$ cat src/rtl/seq_multiplier_pkg.sv
// rtl/seq_multiplier_pkg.sv - shared FSM states and width limits for the sequential multiplier
package seq_multiplier_pkg;

    typedef enum logic [1:0] {
        IDLE = 2'd0,
        CALC = 2'd1,
        FIX  = 2'd2,
        DONE = 2'd3
    } state_t;

    localparam int WIDTH_MIN = 2;
    localparam int WIDTH_MAX = 32;

endpackage

$ cat src/rtl/seq_multiplier_adder_n.sv
// rtl/seq_multiplier_adder_n.sv - width-generic ripple-carry adder with carry-out
module adder_n #(
    parameter int WIDTH = 4
) (
    input  logic [WIDTH-1:0] a,
    input  logic [WIDTH-1:0] b,
    output logic [WIDTH-1:0] sum,
    output logic             cout
);

    logic carry;

    always_comb begin
        carry = 1'b0;
        sum   = '0;
        for (int i = 0; i < WIDTH; i++) begin
            sum[i] = a[i] ^ b[i] ^ carry;
            carry  = (a[i] & b[i]) | (carry & (a[i] ^ b[i]));
        end
        cout = carry;
    end

endmodule

$ cat src/rtl/seq_multiplier.sv
// rtl/seq_multiplier.sv - radix-2 shift-add multiplier, fixed WIDTH+1 cycle latency
module seq_multiplier
    import seq_multiplier_pkg::*;
#(
    parameter int WIDTH     = 4,
    parameter bit SIGNED_EN = 1'b1
) (
    input  logic                 clk,
    input  logic                 rst_n,
    input  logic                 in_valid,
    output logic                 in_ready,
    input  logic [WIDTH-1:0]     a,
    input  logic [WIDTH-1:0]     b,
    input  logic                 signed_mode,
    output logic                 out_valid,
    input  logic                 out_ready,
    output logic [2*WIDTH-1:0]   product
);

    localparam int CW = $clog2(WIDTH + 1);

    if (WIDTH < WIDTH_MIN || WIDTH > WIDTH_MAX) begin : g_width_check
        $error("seq_multiplier: WIDTH out of legal range");
    end

    state_t             state, next_state;
    logic [CW-1:0]      cnt;
    logic [WIDTH-1:0]   mcand, mplier;
    logic [2*WIDTH-1:0] acc, acc_next;
    logic               neg;

    logic               sm_eff;
    logic [WIDTH-1:0]   a_mag, b_mag;
    logic [WIDTH-1:0]   add_sum;
    logic               add_cout;
    logic               accept, last_iter;

    assign sm_eff    = SIGNED_EN && signed_mode;
    // Negating -2^(W-1) wraps to 2^(W-1), which is the correct unsigned magnitude
    assign a_mag     = (sm_eff && a[WIDTH-1]) ? -a : a;
    assign b_mag     = (sm_eff && b[WIDTH-1]) ? -b : b;
    assign accept    = (state == IDLE) && in_valid;
    assign last_iter = (cnt == CW'(WIDTH - 1));

    adder_n #(.WIDTH(WIDTH)) u_adder (
        .a    (acc[2*WIDTH-1:WIDTH]),
        .b    (mcand),
        .sum  (add_sum),
        .cout (add_cout)
    );

    assign acc_next = mplier[0] ? {add_cout, add_sum, acc[WIDTH-1:1]}
                                : {1'b0, acc[2*WIDTH-1:1]};

    always_ff @(posedge clk or negedge rst_n) begin
        if (!rst_n) begin
            state <= IDLE;
        end else begin
            state <= next_state;
        end
    end

    always_comb begin
        next_state = state;
        case (state)
            IDLE: if (in_valid)  next_state = CALC;
            CALC: if (last_iter) next_state = FIX;
            FIX:                 next_state = DONE;
            DONE: if (out_ready) next_state = IDLE;
            default:             next_state = IDLE;
        endcase
    end

    always_comb begin
        in_ready  = (state == IDLE);
        out_valid = (state == DONE);
    end

    always_ff @(posedge clk or negedge rst_n) begin
        if (!rst_n) begin
            cnt     <= '0;
            mcand   <= '0;
            mplier  <= '0;
            acc     <= '0;
            neg     <= 1'b0;
            product <= '0;
        end else if (accept) begin
            cnt     <= '0;
            mcand   <= a_mag;
            mplier  <= b_mag;
            acc     <= '0;
            neg     <= sm_eff && (a[WIDTH-1] ^ b[WIDTH-1]);
        end else if (state == CALC) begin
            cnt     <= cnt + CW'(1);
            mplier  <= mplier >> 1;
            acc     <= acc_next;
        end else if (state == FIX) begin
            // Negating a zero magnitude yields zero, so no negative zero escapes
            product <= neg ? -acc : acc;
        end
    end

endmodule

$ cat config.mk
export PLATFORM = sky130hd
export DESIGN_NAME = seq_multiplier
export DESIGN_NICKNAME = d
export VERILOG_FILES = /design/src/rtl/seq_multiplier_pkg.sv /design/src/rtl/seq_multiplier_adder_n.sv /design/src/rtl/seq_multiplier.sv
export SDC_FILE = /design/constraint.sdc
export NUM_CORES = 1
export LEC_CHECK = 0
export ABC_AREA = 0
export BUFFER_PORTS_ARGS = -buffer_cell sky130_fd_sc_hd__buf_2
export CAP_MARGIN = 5
export CORE_MARGIN = 1
export CORE_UTILIZATION = 55
export DETAILED_ROUTE_END_ITERATION = 10
export PLACE_DENSITY = 0.85
export REMOVE_ABC_BUFFERS = 1
export SYNTH_ARGS = -nofsm -noshare
export SYNTH_HDL_FRONTEND = slang
export SYNTH_SLANG_ARGS = --single-unit
$ cat constraint.sdc
create_clock -name clk -period 3.25 [get_ports clk]
set_input_delay 0.65 -clock clk [delete_from_list [all_inputs] [get_ports clk]]
set_output_delay 0.65 -clock clk [all_outputs]
set_load 0.03 [all_outputs]
==> summary.md <==
| Metric | Value |
|---|---|
| CTS tree | `yes` |
| Die Y | `57.89 um` |
| Flop pwr share | `37.3%` |
| Wire length of the first global-routing pass | `5796 um` |
| Post-synth EDFFs | `0` |
| Layout Area Growth over Synthesis | `9.760%` |
| Cell area after layout | `1886 um2` |
| Clock Power Share | `12.4%` |
| CTS HTree Levels | `2` |
| Crit path time final | `2.429 ns` |
| Final Skew | `0.01071 ns` |
| CP bufs+invs | `3` |
| Leading area contributor after synthesis | `dfrtp_1` |
| Detailed Route Iter0 Violations | `58` |
| Fin Setup TNS | `0 ns` |
| Die X | `57.89 um` |
| P_int | `1.034 mW` |
| DR vias/cell | `5.916` |
| Switching Share | `44.98%` |
| Final setup viols | `0` |
| Routed Wire Length | `3229 um` |
| Maximum capacitance violations | `0` |
| Wirelength per Cell | `14.35 um` |
| Synthesized area | `1718 um2` |
| Final HPWL DP | `2320 um` |
| CP max stage delay | `0.50 ns` |
| Clk sinks | `30` |
| Root buf cell | `clkbuf_4` |
| Leak | `0.9035 nW` |
| Final Cycle Share | `74.73%` |
| Share of the synthesized area in the top cell type | `43.70%` |
| DRT Pass-1 Iters | `7` |
| Clk slew on worst S/H paths | `0.10 ns` |
| YS warnings | `0` |
| Slew headroom | `40.55%` |
| Fillers | `225` |
| Slowest cell on crit path | `dfrtp_1` |
| Pre-CTS setup slack | `0.8631 ns` |
| Post-synthesis sequential area ratio | `43.70%` |
| Total Routing Usage GR | `23.11%` |
| Status | `finished, violations left` |
| Most used flip-flop cell after synthesis | `dfrtp_1` |
| DRC | `2` |
| CP Max Fanout | `9` |
| Crit path cell chain | `ha_1, inv_1, fa_1, inv_1, fa_1, inv_1, fa_1, mux2_2, a211oi_1` |
| Area of the multi-input gates | `847.1 um2` |
| Psw | `845.7 uW` |
| Initial antenna violation count | `0` |
| Critical path's top delay family | `adder cells` |
| Final Hold Fails | `0` |
| Setup bufs post-CTS | `0` |
| Crit path launch | `acc[4]$_DFFE_PN0P_` |
| Yosys cell types | `39` |
| F_max | `411.8 MHz` |
| Logic pwr share | `50.3%` |
| Cts bufs inserted | `5` |
| Core area | `2853 um2` |
| Final Util | `66.10%` |
| Number of global-route vias before repair | `1322` |
| Die ar. | `3351 um2` |
| Synth Instances | `174` |
| # rows | `19` |
| GP Congestion | `0.8424` |
| Hold Path Class | `in2async` |
| Initial Util | `60.22%` |
| WS Path Type | `reg2reg` |
| Fin Hold WS | `0.3448 ns` |
| Dpl cell area | `1826 um2` |
| Maximum vdd drop | `0.0004460 V` |
| Ant. Diodes | `0` |
| Largest net degree at the start of global routing | `31` |
| Hold buffer count at CTS | `0` |
| Post-CTS sizing | `0` |
| FF+latch area | `750.7 um2` |
| P per Cell Area | `997.0 nW/um2` |
| Violated checks | `design-rule violations` |
| Worst Setup Start Kind | `flip-flop` |
| Worst setup margin | `0.8214 ns` |
| Via count | `1331` |
| Routed Antenna Nets | `0` |
| Synthesized flop and latch total | `30` |
| RSZ-0062 raised after global routing | `false` |
| Async set-or-reset flop fraction in the synthesized netlist | `100.0%` |
| Max clock buf depth | `2` |
| Layout Nets | `219` |
| Area contributors post-synth | `dfrtp_1 44%, ha_1 7.3%, mux2i_1 5.8%` |
| Synth Area per Inst | `9.873 um2` |
| Clk Latency, worst-skew pair | `0.33 ns` |
| Required @ worst endpoint | `3.47 ns` |
| Slew Limit Fails | `0` |
| RR Startpoint | `acc[4]$_DFFE_PN0P_` |
| GRT Residual Overflow | `0` |
| IO Pins | `23` |
| Layout cell share with drive strength beyond 1 | `17.01%` |
| PortBufs | `22` |
| Slew @ Worst Pin | `0.8918 ns` |
| Crit path DAT | `2.65 ns` |
| Critical path endpoint category | `flip-flop` |
## placed cells by master (no fill, tap or decap), types with 2 or more instances in the layout
cell type / netlist / layout
clkbuf_4: 0 / 5
o31ai_1: 3 / 3
nor2b_1: 4 / 4
buf_2: 1 / 22
xor2_1: 3 / 3
xnor2_1: 2 / 2
nand3b_1: 3 / 3
nand2_1: 9 / 9
a21boi_0: 2 / 2
a21oi_1: 7 / 7
ha_1: 10 / 10
nand3_1: 5 / 5
fa_1: 3 / 3
nor2_1: 14 / 14
mux2i_1: 10 / 10
a31oi_1: 3 / 3
mux2_2: 3 / 3
a311oi_1: 2 / 2
dfrtp_1: 30 / 30
a2111o_1: 2 / 2
o21ai_0: 6 / 6
a211oi_1: 6 / 6
inv_1: 21 / 21
nand4_1: 2 / 2
and2_1: 2 / 2
## kinds of logic after synthesis
family / after synthesis / share of synthesized area [%]
AOI/OAI and AO/OA: 37 / 14.93
xor gates and xnor gates: 5 / 2.550
adders and majority gates: 13 / 10.78
buffers and inverters: 31 / 6.992
DFF: 30 / 43.70
muxes: 13 / 7.793
and+or+nand+nor: 45 / 13.26
## layer usage
metal  track usage (%)  vias to the layer above  share of wire (%)  wire length, um
met5                 0                        -                  0                0
met4             9.184                        0                1.9               61
met3             5.357                        7                3.8              124
met2             40.72                       41                 50             1624
met1             27.22                      639                 44             1418
li1                  -                      644                  -                -
## power by group through the flow
| stage | Sequential (mW) | Clock, mW | Combinational, mW |
|---|---|---|---|
| after global routing | 0.727 | 0.253 | 1.06 |
| final | 0.700 | 0.233 | 0.946 |
| after detailed placement | 0.706 | 0 | 0.946 |
| after floorplan | 0.764 | 0 | 0.639 |
| after CTS | 0.700 | 0.236 | 0.953 |
| after global placement | 0.693 | 0 | 0.883 |
## sequential cells by signal, indices dropped and copies added, names as in the netlist
| name | cells |
|---|---|
| acc | 8 |
| mplier | 4 |
| product | 8 |
| state | 2 |
| mcand | 4 |
| cnt | 3 |
| neg | 1 |
## cell type report
class                           count  share of cell area [%]
Inverter                           21                   4.180
Sequential cell                    30                   39.81
Clock buffer                        7                   2.920
Timing Repair Buffer               22                   5.839
Tap cell                           31                   2.057
Multi-Input combinational cell    113                   44.92
Clock inverter                      1                  0.2654
## Yosys cell counts, types with 2 or more instances
library cell / n
o31ai_1: 3
dfrtp_1: 30
inv_1: 21
nor2_1: 14
nand4_1: 2
a21boi_0: 2
xor2_1: 3
a21oi_1: 7
and2_1: 2
a2111o_1: 2
nor2b_1: 4
o21ai_0: 6
a211oi_1: 6
xnor2_1: 2
nand2_1: 9
ha_1: 10
nand3_1: 5
a31oi_1: 3
a311oi_1: 2
fa_1: 3
clkbuf_1: 6
clkbuf_2: 2
mux2_2: 3
mux2i_1: 10
nand3b_1: 3
## per-stage QoR
step / total power [mW] / instances
final: 1.880 / 225
after detailed placement: 1.652 / 217
after floorplan: 1.404 / 164
after CTS: 1.890 / 225
after global routing: 2.043 / 225
after global placement: 1.576 / 217
## worst paths after layout
| path | to | slack, ns | depth (start not counted) |
|---|---|---|---|
| worst min-delay path | product[3]$_DFFE_PN0P_ | 0.34 | 1 |
| min in group clk | product[6]$_DFFE_PN0P_ | 0.49 | 2 |
| worst min register to register | product[6]$_DFFE_PN0P_ | 0.49 | 2 |
| worst max register to register | acc[6]$_DFFE_PN0P_ | 0.82 | 9 |
| max in group asynchronous | acc[6]$_DFFE_PN0P_ | 2.47 | 1 |
| worst max-delay path | acc[6]$_DFFE_PN0P_ | 0.82 | 9 |
Power figures use the tool's default switching activity.
